==> config.mk <==
export PLATFORM = sky130hd
export DESIGN_NAME = uart_tx_fifo_cfg
export DESIGN_NICKNAME = d
export VERILOG_FILES = /design/src/rtl/uart_tx_fifo_cfg.sv
export SDC_FILE = /design/constraint.sdc
export NUM_CORES = 1
export LEC_CHECK = 0
export ABC_AREA = 0
export CAP_MARGIN = 30
export CORE_MARGIN = 2
export CORE_UTILIZATION = 43
export DETAILED_ROUTE_END_ITERATION = 16
export SYNTH_ARGS = -nofsm -noshare
export SYNTH_HDL_FRONTEND = slang
export SYNTH_SLANG_ARGS = --single-unit
==> constraint.sdc <==
create_clock -name clk -period 3.25 [get_ports clk]
set_clock_uncertainty 0.2 [all_clocks]
set_input_delay 0.325 -clock clk [delete_from_list [all_inputs] [get_ports clk]]
set_output_delay 0.325 -clock clk [all_outputs]
set_load 0.05 [all_outputs]
==> src/rtl/uart_tx_fifo_cfg.sv <==
// rtl/uart_tx_fifo_cfg.sv - configurable UART transmitter with a first-word-fall-through input FIFO
// Frames go out back-to-back while the FIFO has words; tx_pin is registered one clock behind state.
module uart_tx_fifo_cfg #(
  parameter int CLK_FRE    = 50,
  parameter int BAUD_RATE  = 115200,
  parameter int DATA_BITS  = 8,
  parameter int PARITY     = 0,
  parameter int STOP_BITS  = 1,
  parameter int FIFO_DEPTH = 16
) (
  input  logic                          clk,
  input  logic                          rst_n,
  input  logic [DATA_BITS-1:0]          tx_data,
  input  logic                          tx_data_valid,
  output logic                          tx_data_ready,
  output logic                          tx_pin,
  output logic                          tx_busy,
  output logic [$clog2(FIFO_DEPTH):0]   fifo_level
);

  localparam int CYCLE = CLK_FRE * 1000000 / BAUD_RATE;
  localparam int CW    = (CYCLE > 1) ? $clog2(CYCLE) : 1;
  localparam int AW    = $clog2(FIFO_DEPTH);

  generate
    if (DATA_BITS < 5 || DATA_BITS > 9 || PARITY < 0 || PARITY > 2 ||
        STOP_BITS < 1 || STOP_BITS > 2 || FIFO_DEPTH < 2 ||
        (FIFO_DEPTH & (FIFO_DEPTH - 1)) != 0 || CYCLE < 1) begin : g_bad_param
      $fatal(1, "uart_tx_fifo_cfg: illegal parameter value");
    end
  endgenerate

  typedef enum logic [2:0] {S_IDLE, S_START, S_DATA, S_PARITY, S_STOP} state_t;

  logic [DATA_BITS-1:0] mem [FIFO_DEPTH];
  logic [AW-1:0]        wr_ptr, rd_ptr;
  logic [AW:0]          count;
  logic                 push, pop, fifo_empty, tick;
  logic [DATA_BITS-1:0] head;

  state_t               state, state_n;
  logic [CW-1:0]        cycle_cnt, cycle_cnt_n;
  logic [3:0]           bit_cnt, bit_cnt_n;
  logic [DATA_BITS-1:0] shreg, shreg_n;
  logic                 par_bit, par_bit_n, pin_n;

  assign head          = mem[rd_ptr];
  assign fifo_empty    = (count == '0);
  assign tx_data_ready = (count != (AW+1)'(FIFO_DEPTH));
  assign push          = tx_data_valid & tx_data_ready;
  assign fifo_level    = count;
  assign tx_busy       = (state != S_IDLE) || !fifo_empty;
  assign tick          = (cycle_cnt == CW'(CYCLE - 1));

  always_ff @(posedge clk) begin
    if (push) mem[wr_ptr] <= tx_data;
  end

  always_ff @(posedge clk or negedge rst_n) begin
    if (!rst_n) begin
      wr_ptr <= '0;
      rd_ptr <= '0;
      count  <= '0;
    end else begin
      if (push) wr_ptr <= wr_ptr + AW'(1);
      if (pop)  rd_ptr <= rd_ptr + AW'(1);
      case ({push, pop})
        2'b10:   count <= count + (AW+1)'(1);
        2'b01:   count <= count - (AW+1)'(1);
        default: count <= count;
      endcase
    end
  end

  always_ff @(posedge clk or negedge rst_n) begin
    if (!rst_n) begin
      state     <= S_IDLE;
      cycle_cnt <= '0;
      bit_cnt   <= '0;
      shreg     <= '0;
      par_bit   <= 1'b0;
      tx_pin    <= 1'b1;
    end else begin
      state     <= state_n;
      cycle_cnt <= cycle_cnt_n;
      bit_cnt   <= bit_cnt_n;
      shreg     <= shreg_n;
      par_bit   <= par_bit_n;
      tx_pin    <= pin_n;
    end
  end

  always_comb begin
    state_n     = state;
    cycle_cnt_n = cycle_cnt;
    bit_cnt_n   = bit_cnt;
    shreg_n     = shreg;
    par_bit_n   = par_bit;
    pop         = 1'b0;
    pin_n       = 1'b1;

    if (state != S_IDLE) cycle_cnt_n = tick ? '0 : cycle_cnt + CW'(1);

    case (state)
      S_IDLE: begin
        pin_n = 1'b1;
        if (!fifo_empty) begin
          pop         = 1'b1;
          state_n     = S_START;
          cycle_cnt_n = '0;
          bit_cnt_n   = '0;
          shreg_n     = head;
          par_bit_n   = (PARITY == 1) ? ~^head : ^head;
        end
      end
      S_START: begin
        pin_n = 1'b0;
        if (tick) begin
          state_n   = S_DATA;
          bit_cnt_n = '0;
        end
      end
      S_DATA: begin
        pin_n = shreg[0];
        if (tick) begin
          shreg_n = shreg >> 1;
          if (bit_cnt == 4'(DATA_BITS - 1)) begin
            bit_cnt_n = '0;
            state_n   = (PARITY != 0) ? S_PARITY : S_STOP;
          end else begin
            bit_cnt_n = bit_cnt + 4'd1;
          end
        end
      end
      S_PARITY: begin
        pin_n = par_bit;
        if (tick) begin
          state_n   = S_STOP;
          bit_cnt_n = '0;
        end
      end
      S_STOP: begin
        pin_n = 1'b1;
        if (tick) begin
          if (bit_cnt != 4'(STOP_BITS - 1)) begin
            bit_cnt_n = bit_cnt + 4'd1;
          end else if (!fifo_empty) begin
            // Chain straight into the next start bit so frames stay contiguous.
            pop       = 1'b1;
            state_n   = S_START;
            bit_cnt_n = '0;
            shreg_n   = head;
            par_bit_n = (PARITY == 1) ? ~^head : ^head;
          end else begin
            state_n   = S_IDLE;
            bit_cnt_n = '0;
          end
        end
      end
      default: begin
        state_n = S_IDLE;
      end
    endcase
  end

endmodule
======== After elaboration in Yosys (flattened, before gate mapping) ========
Memory sizes are Yosys's and may differ from the RTL's.
Cells that the tools add are included.
storage, ports and cells
  flip-flop bits (word level) ............. 39
  RAM bits ................................ 128
  memories kept ........................... 1
cells by class
  add/subtract/negate cells ............... 6
  equal/unequal tests ..................... 17
  mux-type cells .......................... 37
  bitwise gates (word level) .............. 1
  reductions and logical operators ........ 16
memory list
  name  words  width  read ports  clocked after memory_dff  write ports  line  RTL
  mem   16     8      1           0                         1            35    logic [DATA_BITS-1:0] mem [FIFO_DEPTH];
operators with widths
  cell                                                                number
  9-bit 2-to-1 mux                                                    4
  8-bit 2-to-1 mux                                                    4
  4-bit 2-to-1 mux                                                    6
  8-bit case mux with 3 select lines                                  1
  3-bit 2-to-1 mux                                                    7
  4-bit case mux with 4 select lines                                  1
  3-bit case mux with 5 select lines                                  1
  2-bit inequality test, second input constant                        7
  4-bit by 1-bit adder with 4-bit output, second input constant       3
  5-bit case mux with 2 select lines                                  1
  9-bit by 1-bit adder with 9-bit output, second input constant       1
  9-bit == test, second input constant                                1
  1-bit 2-to-1 mux                                                    9
  4-bit nonzero test                                                  2
  8-bit parity                                                        1
  7-bit AND reduction                                                 1
  3-bit by 2-bit == test with 1-bit output, second input constant     2
  3-bit nonzero test                                                  2
  5-bit by 1-bit adder with 5-bit output, second input constant       1
  5-bit zero test                                                     1
  5-bit inequality test, second input constant                        1
  5-bit AND reduction                                                 1
  5-bit by 1-bit subtractor with 5-bit output, second input constant  1
  4-bit by 3-bit == test with 1-bit output, second input constant     1
  other kinds (15)                                                    17

======== Longest topological paths before layout ========
  depth in word-level cells ............... 7
  mapped depth ............................ 14

======== Worst setup path before layout ========
Ideal clock, no wire load.
  path kind ............................... register to register
  start ................................... register count[0], in the netlist fifo_level[0]
  end ..................................... register count[4], in the netlist fifo_level[4]
  setup time .............................. 0.145 ns
  arrival time ............................ 3.069 ns
  data required time ...................... 2.905 ns
  setup slack ............................. -0.164 ns
  cell stages (with the launch flop) ...... 13
  path buffers ............................ 1
  path through ............................ dfrtp_1 > nor4_1 > nand2_1 > and2_1 > clkbuf_1 > inv_1 > ha_1 > fa_1 > a21o_1 > a21oi_1 > xor2_1 > nor2_1 > xor2_1
RTL lines
  element                                                                    line  RTL
  from (decl)                                                                37    logic [AW:0] count;
  from (signal assigned)                                                     68    2'b10: count <= count + (AW+1)'(1);
  from (signal assigned)                                                     69    2'b01: count <= count - (AW+1)'(1);
  from (signal assigned)                                                     70    default: count <= count;
  5-bit inequality test *                                                    49    assign tx_data_ready = (count != (AW+1)'(FIFO_DEPTH));
  net tx_data_ready                                                          15    output logic tx_data_ready,
  1-bit AND *                                                                50    assign push = tx_data_valid & tx_data_ready;
  2-bit by 1-bit == test with 1-bit output or 2-bit == test (tied branches)  67    case ({push, pop})
  5-bit case mux with 2 select lines or 2-bit nonzero test (tied branches)   --
The timed path passes the listed nets; every way through them passes the cells marked *.
A chain may end at the register's enable or synchronous reset.

======== Final worst setup path ========
  start ................................... register cycle_cnt[2]
  end ..................................... register count[4], in the netlist fifo_level[4]
between the ends
  longest elaborated chain between the ends .. 5
ends and longest elaborated chain
  element                                                                    line  RTL
  from (decl)                                                                42    logic [CW-1:0] cycle_cnt, cycle_cnt_n;
  from (signal assigned)                                                     85    cycle_cnt <= cycle_cnt_n;
  9-bit == test *                                                            53    assign tick = (cycle_cnt == CW'(CYCLE - 1));
  1-bit 2-to-1 mux *                                                         144   if (tick) begin
  1-bit case mux with 2 select lines *                                       104   case (state)
  net pop                                                                    38    logic push, pop, fifo_empty, tick;
  2-bit by 1-bit == test with 1-bit output or 2-bit == test (tied branches)  67
  5-bit case mux with 2 select lines or 2-bit nonzero test (tied branches)   --
Marks and branches as above.

==> metrics.csv <==
stage,metric,value,unit
yosys,synth_xor_area_share,2.86,%
worst_setup_path,critPathArrivalTime,3.13,ns
worst_setup_path,path_max_fanout,5,
route,drt_iter0_drc,219,
clock_network,cts_max_path_buffers,2,
finish,antenna_cells,0,
clock_network,cts_resized,0,
route,post_drt_wl_per_cell,19.0,µm
route,m1WireLength,6210,µm
yosys,synth_compound_area_share,5.71,%
power_and_ir_drop,power_density,868,mW/mm²
yosys,ys_types,47,
finish,syn2layout_area_growth,16.8,%
sta,hold_violations,0,
yosys,yosys-top-cells-area,"edfxtp_1, dfrtp_1, mux4_2",
power_and_ir_drop,p_sw,2350,µW
finish,instances_no_fill,725,
global_routing,first_global_vias,3974,
route,wl_met2,6780,µm
sta,slew_headroom,42.0,%
die,core,0.0164,mm²
route,dr.pass1.iters,4,
yosys,synth-adder-area-share,2.57,%
worst_setup_path,crit_path_start_kind,flop,
power_and_ir_drop,clkPwrFrac,27.3,%
route,vias,3815,
clock_network,cts_tree,yes,
yosys,postSynthCellCount,445,
worst_setup_path,crit_slowest_cell,or4b_1,
finish,fin_nets,517,
run,cap_violations,0,
yosys,synth_top_family_by_area,multiplexers,
worst_setup_path,path_class,flop to flop,
clock_network,path_clk_slew,0.06,ns
power_and_ir_drop,p_leak,0.00294,µW
yosys,syn_avg_cell_area,16.0,µm²
placement,dpl.cell_count,691,
min_path,hp-class,primary input to async pin,
yosys,synth_edf_count,128,
power_and_ir_drop,intPower,4870,µW
route,met3_length,671,µm
worst_setup_path,required,3.35,ns
yosys,synth_largest_area_cell,edfxtp_1,
yosys,netlist_area,0.00712,mm²
sta,slew_viol_final,0,
yosys,ys_seq_area_share,67.7,%
yosys,synth_seq_cells,167,
global_routing,antenna_found_initial,0,
worst_setup_path,ff2ff_path_depth,12,
clock_network,clock_latency,0.43,ns
run_status,status,finished clean,
placement,place_congestion,0.782,
sta,rsz0062_at_grt,false,
power_and_ir_drop,swShare,32.5,%
sta,max_freq,330,MHz
placement,dpl.hpwl,9170,µm
worst_setup_path,critical_path.max_stage_delay,0.53,ns
sta,period_share,93.2,%
die,die_w,133,µm
worst_setup_path,cp_common_cell,xor2_1,
global_routing,grt_util_all_layers,16.9,%
clock_network,clock_sinks,167,
die,top_level_ports,19,
route,post_drt_via_cell_ratio,5.26,
die,dieArea,0.0176,mm²
worst_setup_path,crit_chain,nand4bb_1 -> or4b_1 -> nand2_1 -> nand3_1 -> nor2_2 -> ha_2 -> ha_1 -> a21o_1 -> a21oi_1 -> xor2_1 -> nor2_1 -> xor2_1,
clock_network,cts_buffers,17,
sta,setup_ws,0.222,ns
yosys,async_flop_share,23.4,%
finish,fin_util,50.7,%
die,die_h,133,µm
clock_network,h-tree-depth,4,
yosys,synth_nets,470,
route,top_layer_used,met4,
route,post-route-drc-count,0,
sta,worstMarginPinSlew,0.867,ns
die,initial_core_util,43.4,%
power_and_ir_drop,seqPwrFrac,40.2,%
global_routing,grt_pass1_wl,22300,µm
finish,drive_above_1_share,21.6,%
clock_network,root_buffer,clkbuf_16,
route,finalWirelength,13800,µm
route,ant_nets,0,
yosys,yosys_warnings,0,
die,rows,47,
global_routing,grt.overflow.total,0,
global_routing,grt_max_degree,40,
yosys,synthDominantCellAreaShare,54.0,%
sta,finalCriticalPeriod,3.03,ns
yosys,synthMuxAreaShare,12.0,%
placement,portBuffers,18,
yosys,yosys_most_used_dff,edfxtp_1,
placement,dpl_worst_slack,0.247,ns
power_and_ir_drop,ir_drop,423,µV
sta,setup_viol_count_final,0,
yosys,synthSimpleGateAreaFrac,6.89,%
sta,finalSetupTns,0,ns
power_and_ir_drop,combPwrFrac,32.5,%
worst_setup_path,worstSetupEndpointType,flop,
==> repair_timing <==
item / 4_1_cts / 5_1_grt
endpoints found under the hold margin: 38 / 0
setup buffers: 0 / 0
hold buffers: 1 / 0
==> cells in the mapped netlist (2+ instances only) <==
library cell	instances
dfrtp_1	38
o31ai_1	3
nand2b_1	3
a21o_1	5
mux4_2	32
nand3_1	8
o41ai_1	3
a22oi_1	11
inv_1	9
buf_6	3
or2_2	2
mux2_2	2
buf_2	5
o21ai_1	12
ha_1	13
mux2i_1	6
xor2_1	6
nor3_1	7
xnor2_2	2
mux4_1	2
nor2_1	34
and2_1	3
or3_1	2
edfxtp_1	128
nor2b_1	7
xnor2_1	11
a21oi_1	22
clkbuf_1	12
o21ai_0	7
nand2_1	28
and3_1	3
==> registers in the layout, summed over array words and instances (netlist names) <==
signal      flops
shreg           8
wr_ptr          4
bit_cnt         4
tx_pin          1
rd_ptr          4
mem           128
state           3
par_bit         1
cycle_cnt       9
fifo_level      5
==> routing by layer <==
| layer | GRT usage [%] | up-vias |
|---|---|---|
| li1 | - | 1795 |
| met1 | 23.2 | 1939 |
| met4 | 4.48 | 0 |
| met5 | 0 | - |
| met2 | 27.1 | 74 |
| met3 | 4.41 | 7 |
==> layout make-up <==
| cell class | instances | area [µm²] |
|---|---|---|
| Timing Repair Buffer | 50 | 453 |
| Multi-Input combinational cell | 247 | 2140 |
| Inverter | 9 | 33.8 |
| Clock buffer | 17 | 425 |
| Tap cell | 220 | 275 |
| Sequential cell | 167 | 4820 |
| Clock inverter | 15 | 159 |
| Fill cell | 1337 | 8090 |
==> metrics by stage <==
stage | total power (µW) | area (µm²) | hold WS, ns
after global routing | 7610 | 8320 | 0.0457
after detailed placement | 5310 | 7700 | 0.285
after floorplan | 4660 | 7130 | -0.171
after global placement | 5260 | 7700 | 0.277
after CTS | 7300 | 8300 | 0.300
final | 7220 | 8320 | 0.0351
==> cells in the final DEF, fill, tap and decap left out, types with 12 or more instances in the layout <==
cell,netlist,final
edfxtp_1,128,128
dfrtp_1,38,35
nor2_1,34,34
mux4_2,32,32
buf_4,0,29
nand2_1,28,27
a21oi_1,22,22
clkbuf_16,0,17
clkdlybuf4s50_1,0,16
o21ai_1,12,12
ha_1,13,12
==> worst max-delay path: cells and delay by family (launching register included) <==
kind	cells	cell delay, ns
flip-flops	1	0.41
AO/OA/AOI/OAI	2	0.34
XOR/XNOR	2	0.29
adder cells (fa/ha/maj)	2	0.53
AND/OR/NAND/NOR	6	1.11
==> path summary, 6_finish.rpt <==
kind                                         from                         to  slack (ns)
max                        cycle_cnt[2]$_DFF_PN0_  fifo_level[4]$_DFFE_PN0P_        0.22
min                                         rst_n     cycle_cnt[8]$_DFF_PN0_        0.04
max reg2reg                cycle_cnt[2]$_DFF_PN0_  fifo_level[4]$_DFFE_PN0P_        0.22
min reg2reg                  shreg[0]$_DFFE_PN0P_       shreg[0]$_DFFE_PN0P_        0.29
max in group asynchronous                   rst_n           tx_pin$_DFF_PN1_        2.36
min in group clk             shreg[0]$_DFFE_PN0P_       shreg[0]$_DFFE_PN0P_        0.29
==> power groups by stage <==
stage                     Combinational (µW)  Sequential, µW  Clock, µW
after floorplan                         1720            2940          0
after global placement                  2320            2940          0
after detailed placement                2360            2950          0
after CTS                               2370            2910       2020
after global routing                    2560            2950       2100
final                                   2350            2900       1970
==> logic make-up (layout without fill, tap and decap cells) <==
group	Yosys count	in the layout
AOI/OAI and AO/OA	67	67
DFF	167	167
xor gates and xnor gates	20	20
and+or+nand+nor	104	104
muxes	42	42
adders and majority gates	14	14
buffers and inverters	31	91
No activity file was read; power rests on OpenSTA's default activity.
